<file path="config.mk">
export PLATFORM = sky130hd
export DESIGN_NAME = alu_seq_responder
export DESIGN_NICKNAME = d
export VERILOG_FILES = /design/src/rtl/alu_seq_pkg.sv /design/src/rtl/alu_shift_add_mul.sv /design/src/rtl/alu_seq_responder.sv
export SDC_FILE = /design/constraint.sdc
export NUM_CORES = 1
export LEC_CHECK = 0
export ABC_CLOCK_PERIOD_IN_PS = 2700
export CAP_MARGIN = 30
export CORE_UTILIZATION = 59
export CTS_CLUSTER_SIZE = 12
export DETAILED_ROUTE_END_ITERATION = 8
export PLACE_DENSITY = 0.85
export SLEW_MARGIN = 20
export SYNTH_ARGS = -nofsm -noshare
export SYNTH_HDL_FRONTEND = slang
export SYNTH_SLANG_ARGS = --single-unit
</file>
<file path="constraint.sdc">
create_clock -name clk -period 2.7 [get_ports clk]
set_input_delay 0.27 -clock clk [delete_from_list [all_inputs] [get_ports clk]]
set_output_delay 0.27 -clock clk [all_outputs]
set_load 0.01 [all_outputs]
</file>
<file path="src/rtl/alu_seq_pkg.sv">
// Shared opcode values and controller state encoding for the sequential ALU responder.
package alu_seq_pkg;

  localparam logic [2:0] OP_ADD = 3'b000;
  localparam logic [2:0] OP_SUB = 3'b001;
  localparam logic [2:0] OP_MUL = 3'b010;
  localparam logic [2:0] OP_AND = 3'b011;
  localparam logic [2:0] OP_OR  = 3'b100;
  localparam logic [2:0] OP_XOR = 3'b101;
  localparam logic [2:0] OP_NOT = 3'b110;
  localparam logic [2:0] OP_SHL = 3'b111;

  typedef enum logic [1:0] {
    IDLE = 2'd0,
    MUL  = 2'd1,
    DONE = 2'd2
  } state_e;

endpackage

</file>
<file path="src/rtl/alu_shift_add_mul.sv">
// Iterative unsigned shift-add multiplier: one partial product per cycle, WIDTH iterations.
module alu_shift_add_mul #(
  parameter int WIDTH = 8
) (
  input  logic               clk,
  input  logic               rst,
  input  logic               start,
  input  logic [WIDTH-1:0]   a,
  input  logic [WIDTH-1:0]   b,
  output logic               done,
  output logic [2*WIDTH-1:0] product
);

  localparam int CNT_W = (WIDTH > 1) ? $clog2(WIDTH) : 1;
  localparam logic [CNT_W-1:0] LAST = CNT_W'(WIDTH - 1);

  logic [2*WIDTH-1:0] mcand_q, mcand_d;
  logic [2*WIDTH-1:0] acc_q, acc_d;
  logic [2*WIDTH-1:0] addend;
  logic [WIDTH-1:0]   mplier_q, mplier_d;
  logic [CNT_W-1:0]   cnt_q, cnt_d;
  logic               active_q, active_d;

  genvar gi;
  generate
    for (gi = 0; gi < 2*WIDTH; gi++) begin : g_addend
      assign addend[gi] = mcand_q[gi] & mplier_q[0];
    end
  endgenerate

  // product is the accumulator including this cycle's partial product,
  // so the final value is usable on the same edge that done is seen.
  assign product = acc_q + addend;
  assign done    = active_q && (cnt_q == LAST);

  always_comb begin
    mcand_d  = mcand_q;
    mplier_d = mplier_q;
    acc_d    = acc_q;
    cnt_d    = cnt_q;
    active_d = active_q;
    if (start) begin
      mcand_d  = {{WIDTH{1'b0}}, a};
      mplier_d = b;
      acc_d    = '0;
      cnt_d    = '0;
      active_d = 1'b1;
    end else if (active_q) begin
      acc_d    = product;
      mcand_d  = mcand_q << 1;
      mplier_d = mplier_q >> 1;
      cnt_d    = done ? '0 : cnt_q + 1'b1;
      active_d = !done;
    end
  end

  always_ff @(posedge clk) begin
    if (rst) begin
      mcand_q  <= '0;
      mplier_q <= '0;
      acc_q    <= '0;
      cnt_q    <= '0;
      active_q <= 1'b0;
    end else begin
      mcand_q  <= mcand_d;
      mplier_q <= mplier_d;
      acc_q    <= acc_d;
      cnt_q    <= cnt_d;
      active_q <= active_d;
    end
  end

endmodule

</file>
<file path="src/rtl/alu_seq_responder.sv">
// Handshaked ALU: single-cycle logic/arith ops inline, multiply via the shift-add sub-block.
module alu_seq_responder
  import alu_seq_pkg::*;
#(
  parameter int WIDTH = 8
) (
  input  logic               clk,
  input  logic               rst,
  input  logic               in_valid,
  output logic               in_ready,
  input  logic [WIDTH-1:0]   a,
  input  logic [WIDTH-1:0]   b,
  input  logic [2:0]         sel,
  output logic               out_valid,
  input  logic               out_ready,
  output logic [2*WIDTH-1:0] y,
  output logic               busy
);

  state_e             state_q, state_d;
  logic [2*WIDTH-1:0] y_q, y_d;
  logic               out_valid_q, out_valid_d;
  logic [2*WIDTH-1:0] a_ext, b_ext, alu_res;
  logic [2*WIDTH-1:0] mul_product;
  logic               mul_start, mul_done;

  assign in_ready  = (state_q == IDLE);
  assign busy      = (state_q == MUL);
  assign out_valid = out_valid_q;
  assign y         = y_q;

  alu_shift_add_mul #(.WIDTH(WIDTH)) u_mul (
    .clk     (clk),
    .rst     (rst),
    .start   (mul_start),
    .a       (a),
    .b       (b),
    .done    (mul_done),
    .product (mul_product)
  );

  always_comb begin
    a_ext = {{WIDTH{1'b0}}, a};
    b_ext = {{WIDTH{1'b0}}, b};
    case (sel)
      OP_ADD:  alu_res = a_ext + b_ext;
      OP_SUB:  alu_res = a_ext - b_ext;
      OP_AND:  alu_res = a_ext & b_ext;
      OP_OR:   alu_res = a_ext | b_ext;
      OP_XOR:  alu_res = a_ext ^ b_ext;
      OP_NOT:  alu_res = {{WIDTH{1'b0}}, ~a};
      OP_SHL:  alu_res = a_ext << b[2:0];
      default: alu_res = '0;
    endcase
  end

  always_comb begin
    state_d     = state_q;
    y_d         = y_q;
    out_valid_d = out_valid_q;
    mul_start   = 1'b0;
    case (state_q)
      IDLE: begin
        if (in_valid) begin
          if (sel == OP_MUL) begin
            mul_start = 1'b1;
            state_d   = MUL;
          end else begin
            y_d         = alu_res;
            out_valid_d = 1'b1;
            state_d     = DONE;
          end
        end
      end
      MUL: begin
        if (mul_done) begin
          y_d         = mul_product;
          out_valid_d = 1'b1;
          state_d     = DONE;
        end
      end
      DONE: begin
        // y is deliberately left alone so it keeps its value after the handshake
        if (out_ready) begin
          out_valid_d = 1'b0;
          state_d     = IDLE;
        end
      end
      default: state_d = IDLE;
    endcase
  end

  always_ff @(posedge clk) begin
    if (rst) begin
      state_q     <= IDLE;
      y_q         <= '0;
      out_valid_q <= 1'b0;
    end else begin
      state_q     <= state_d;
      y_q         <= y_d;
      out_valid_q <= out_valid_d;
    end
  end

endmodule

</file>
==> flow_summary.yaml <==
floorplanning:
  fp.dieH_um: 94.7
  core_area_um2: 8260
  die_area_um2: 8980
  die_x_um: 94.7
  ios: 42
  std_cell_rows: 33
  start_util_pct: 61.5
cells_and_area:
  final_cells: 804
  final_core_util_pct: 73.8
  syn_to_final_growth_pct: 20.1
  insertedDiodeCount: 0
  final_area_um2: 6090
  drive_gt1_share_pct: 12.7
  nets: 763
  layout_common_cells: "nor2_1 (67), dfxtp_1 (62), buf_4 (51)"
  layout.cells.most_common: "nor2_1"
  fillers: 664
detailed_routing:
  dr.pass1.iters: 5
  vias: 5035
  ant_nets: 0
  routed_via_density: 6.26
  drt_first_iter_violations: 459
  drc: 0
  wire_per_inst_um: 18.6
  wirelength_mm: 14.9
timing:
  clock_skew_ns: 0.0163
  grt_setup_unrepaired: "no"
  finalHoldViolations: 0
  worst_pin_slew_ns: 0.695
  fmaxAchievable_mhz: 381
  period_needed_ns: 2.62
  slew_headroom_pct: 53.7
  setup_violations: 0
  final_max_slew_viol_count: 0
  finalCritPeriodShare_pct: 97.2
  worst_hold_slack_ns: 0.480
placement:
  place_area_um2: 5840
  dp_hpwl_mm: 11.3
  dp_cells: 788
  io_buffers: 41
  gp_congestion: 0.937
cts:
  postCtsSetupRepairBufs: 0
  cts_tree: "done"
  cts.hold.buffers_added: 0
  clk_path_buf_depth: 2
  root_buffer: "clkbuf_8"
  clkSlewWorstSetupHoldPaths_ns: 0.08
  clock_sinks: 63
  ctsResizeCount: 0
  htreeDepth: 3
  clk_latency_ns: 0.35
  cts_buffers: 9
yosys:
  yosysSeqAreaShare_pct: 24.9
  avgSynthCellArea_um2: 8.08
  synth_top_area_cell: "dfxtp_1"
  ys.warnings.count: 0
  synth_top_cells_by_area: "dfxtp_1 (25%), ha_1 (11%), mux2i_1 (9.9%), nor2_1 (5.0%), a21oi_1 (4.3%)"
  async_reset_ff_share_pct: 0
  syn_nets: 697
  syn_inst: 628
  synth_ff_type: "dfxtp_1"
  syn_area_um2: 5070
  synth.top_cell.area_share_pct: 24.9
  yosysUniqueCellTypes: 68
  synth-edff-count: 0
  ys_ff_latch: 63
grt:
  grt_pass1_vias: 4734
  grt_pass1_wl_mm: 23.7
  grt_antenna_before_repair: 0
  gr-total-overflow: 0
  grt_max_degree: 49
  grt_use_total_pct: 34.6
power_and_ir_drop:
  irDropWorstVdd_v: 0.000281
  power_mw: 2.64
  p_leak_nw: 2.57
  p_per_area_nw_per_um2: 433
run:
  cap_viol_max_count: 0
run_status:
  status: "finished clean"
critical_path:
  end_kind: "register"
  crit_arrival_ns: 2.89
  path_max_fanout: 13
  crit_required_ns: 2.97
  crit_type: "reg -> reg"
  cp-start-kind: "register"
  r2r_slack_ns: 0.08
  reg2reg_depth: 9
hold_path:
  hold_class: "reg -> reg"
  holdPathStages: 2
where the power goes:
part,switching [mW],internal [mW]
logic,0.332,0.269
clock network,0.420,0.626
registers,0.0264,0.967
total,0.779,1.86
worst paths after layout:
| kind | start | end |
|---|---|---|
| min | u_mul.acc_q[15] | u_mul.acc_q[15] |
| max reg2reg | u_mul.mplier_q[0] | y[15] |
| min reg2reg | u_mul.acc_q[15] | u_mul.acc_q[15] |
| max | u_mul.mplier_q[0] | y[15] |
logic make-up after synthesis:
group           after synthesis  share of synthesized area (%)
fa+ha+maj                    46                           11.8
compound gates              180                           23.8
buf+inv                      67                           5.67
flops                        63                           24.9
mux                          55                           11.0
simple gates                201                           19.8
xor+xnor                     16                           3.03
registers in the layout, indices dropped and copies added, names as in the netlist:
| name | cells |
|---|---|
| u_mul.mplier_q | 8 |
| state_q | 2 |
| u_mul.mcand_q | 16 |
| y | 16 |
| u_mul.active_q | 1 |
| out_valid | 1 |
| u_mul.acc_q | 16 |
| u_mul.cnt_q | 3 |
synthesized netlist by cell type (4+ instances only):
cell type,number
a221oi_1,6
nand3b_1,7
clkbuf_1,16
nor2_1,67
xnor2_1,7
or3_1,5
o211ai_1,5
nor2b_1,12
and2_1,18
o21ai_0,42
mux2i_1,50
mux2_2,5
buf_1,5
and3_1,4
nand2_1,32
o31ai_1,5
ha_1,43
xor2_1,8
a211oi_1,23
a21o_1,7
dfxtp_1,63
nand3_1,19
a21oi_1,44
o21bai_1,4
nor3_1,10
o21ai_1,5
nand2b_1,11
buf_2,14
inv_1,27
worst max-delay path, cell delays in order (launching register included):
cell and delay [ns]:
dfxtp_1 0.37, buf_12 0.16, and2_1 0.18, ha_1 0.39, and3_1 0.23, a211oi_2 0.30, o41ai_4 0.16, a21oi_2 0.20
xnor3_1 0.29, a211oi_2 0.23
metal layers:
| layer | vias to the layer above | routed length [µm] | GRT usage, % |
|---|---|---|---|
| met5 | - | 0 | 0 |
| met4 | 0 | 562 | 15.4 |
| met3 | 46 | 938 | 6.68 |
| li1 | 2404 | - | - |
| met1 | 2379 | 6310 | 42.9 |
| met2 | 206 | 7120 | 57.8 |
per-stage QoR:
| stage | worst slack, ns | TNS [ns] |
|---|---|---|
| after global placement | -0.0676 | -0.102 |
| after global routing | 0.00132 | 0 |
| after CTS | 0.108 | 0 |
| final | 0.0753 | 0 |
| after floorplan | 0.287 | 0 |
| after detailed placement | -0.0909 | -0.241 |
area by class of cell:
cell class / instances / area [µm²] / area share (%)
multi-input combinational: 498 / 3530 / 57.9
sequential: 63 / 1260 / 20.7
timing repair buffer: 93 / 813 / 13.3
tap: 105 / 131 / 2.16
clock inverter: 7 / 125 / 2.05
clock buffer: 9 / 124 / 2.03
inverter: 29 / 109 / 1.79
No activity file was read; power rests on OpenSTA's default activity.
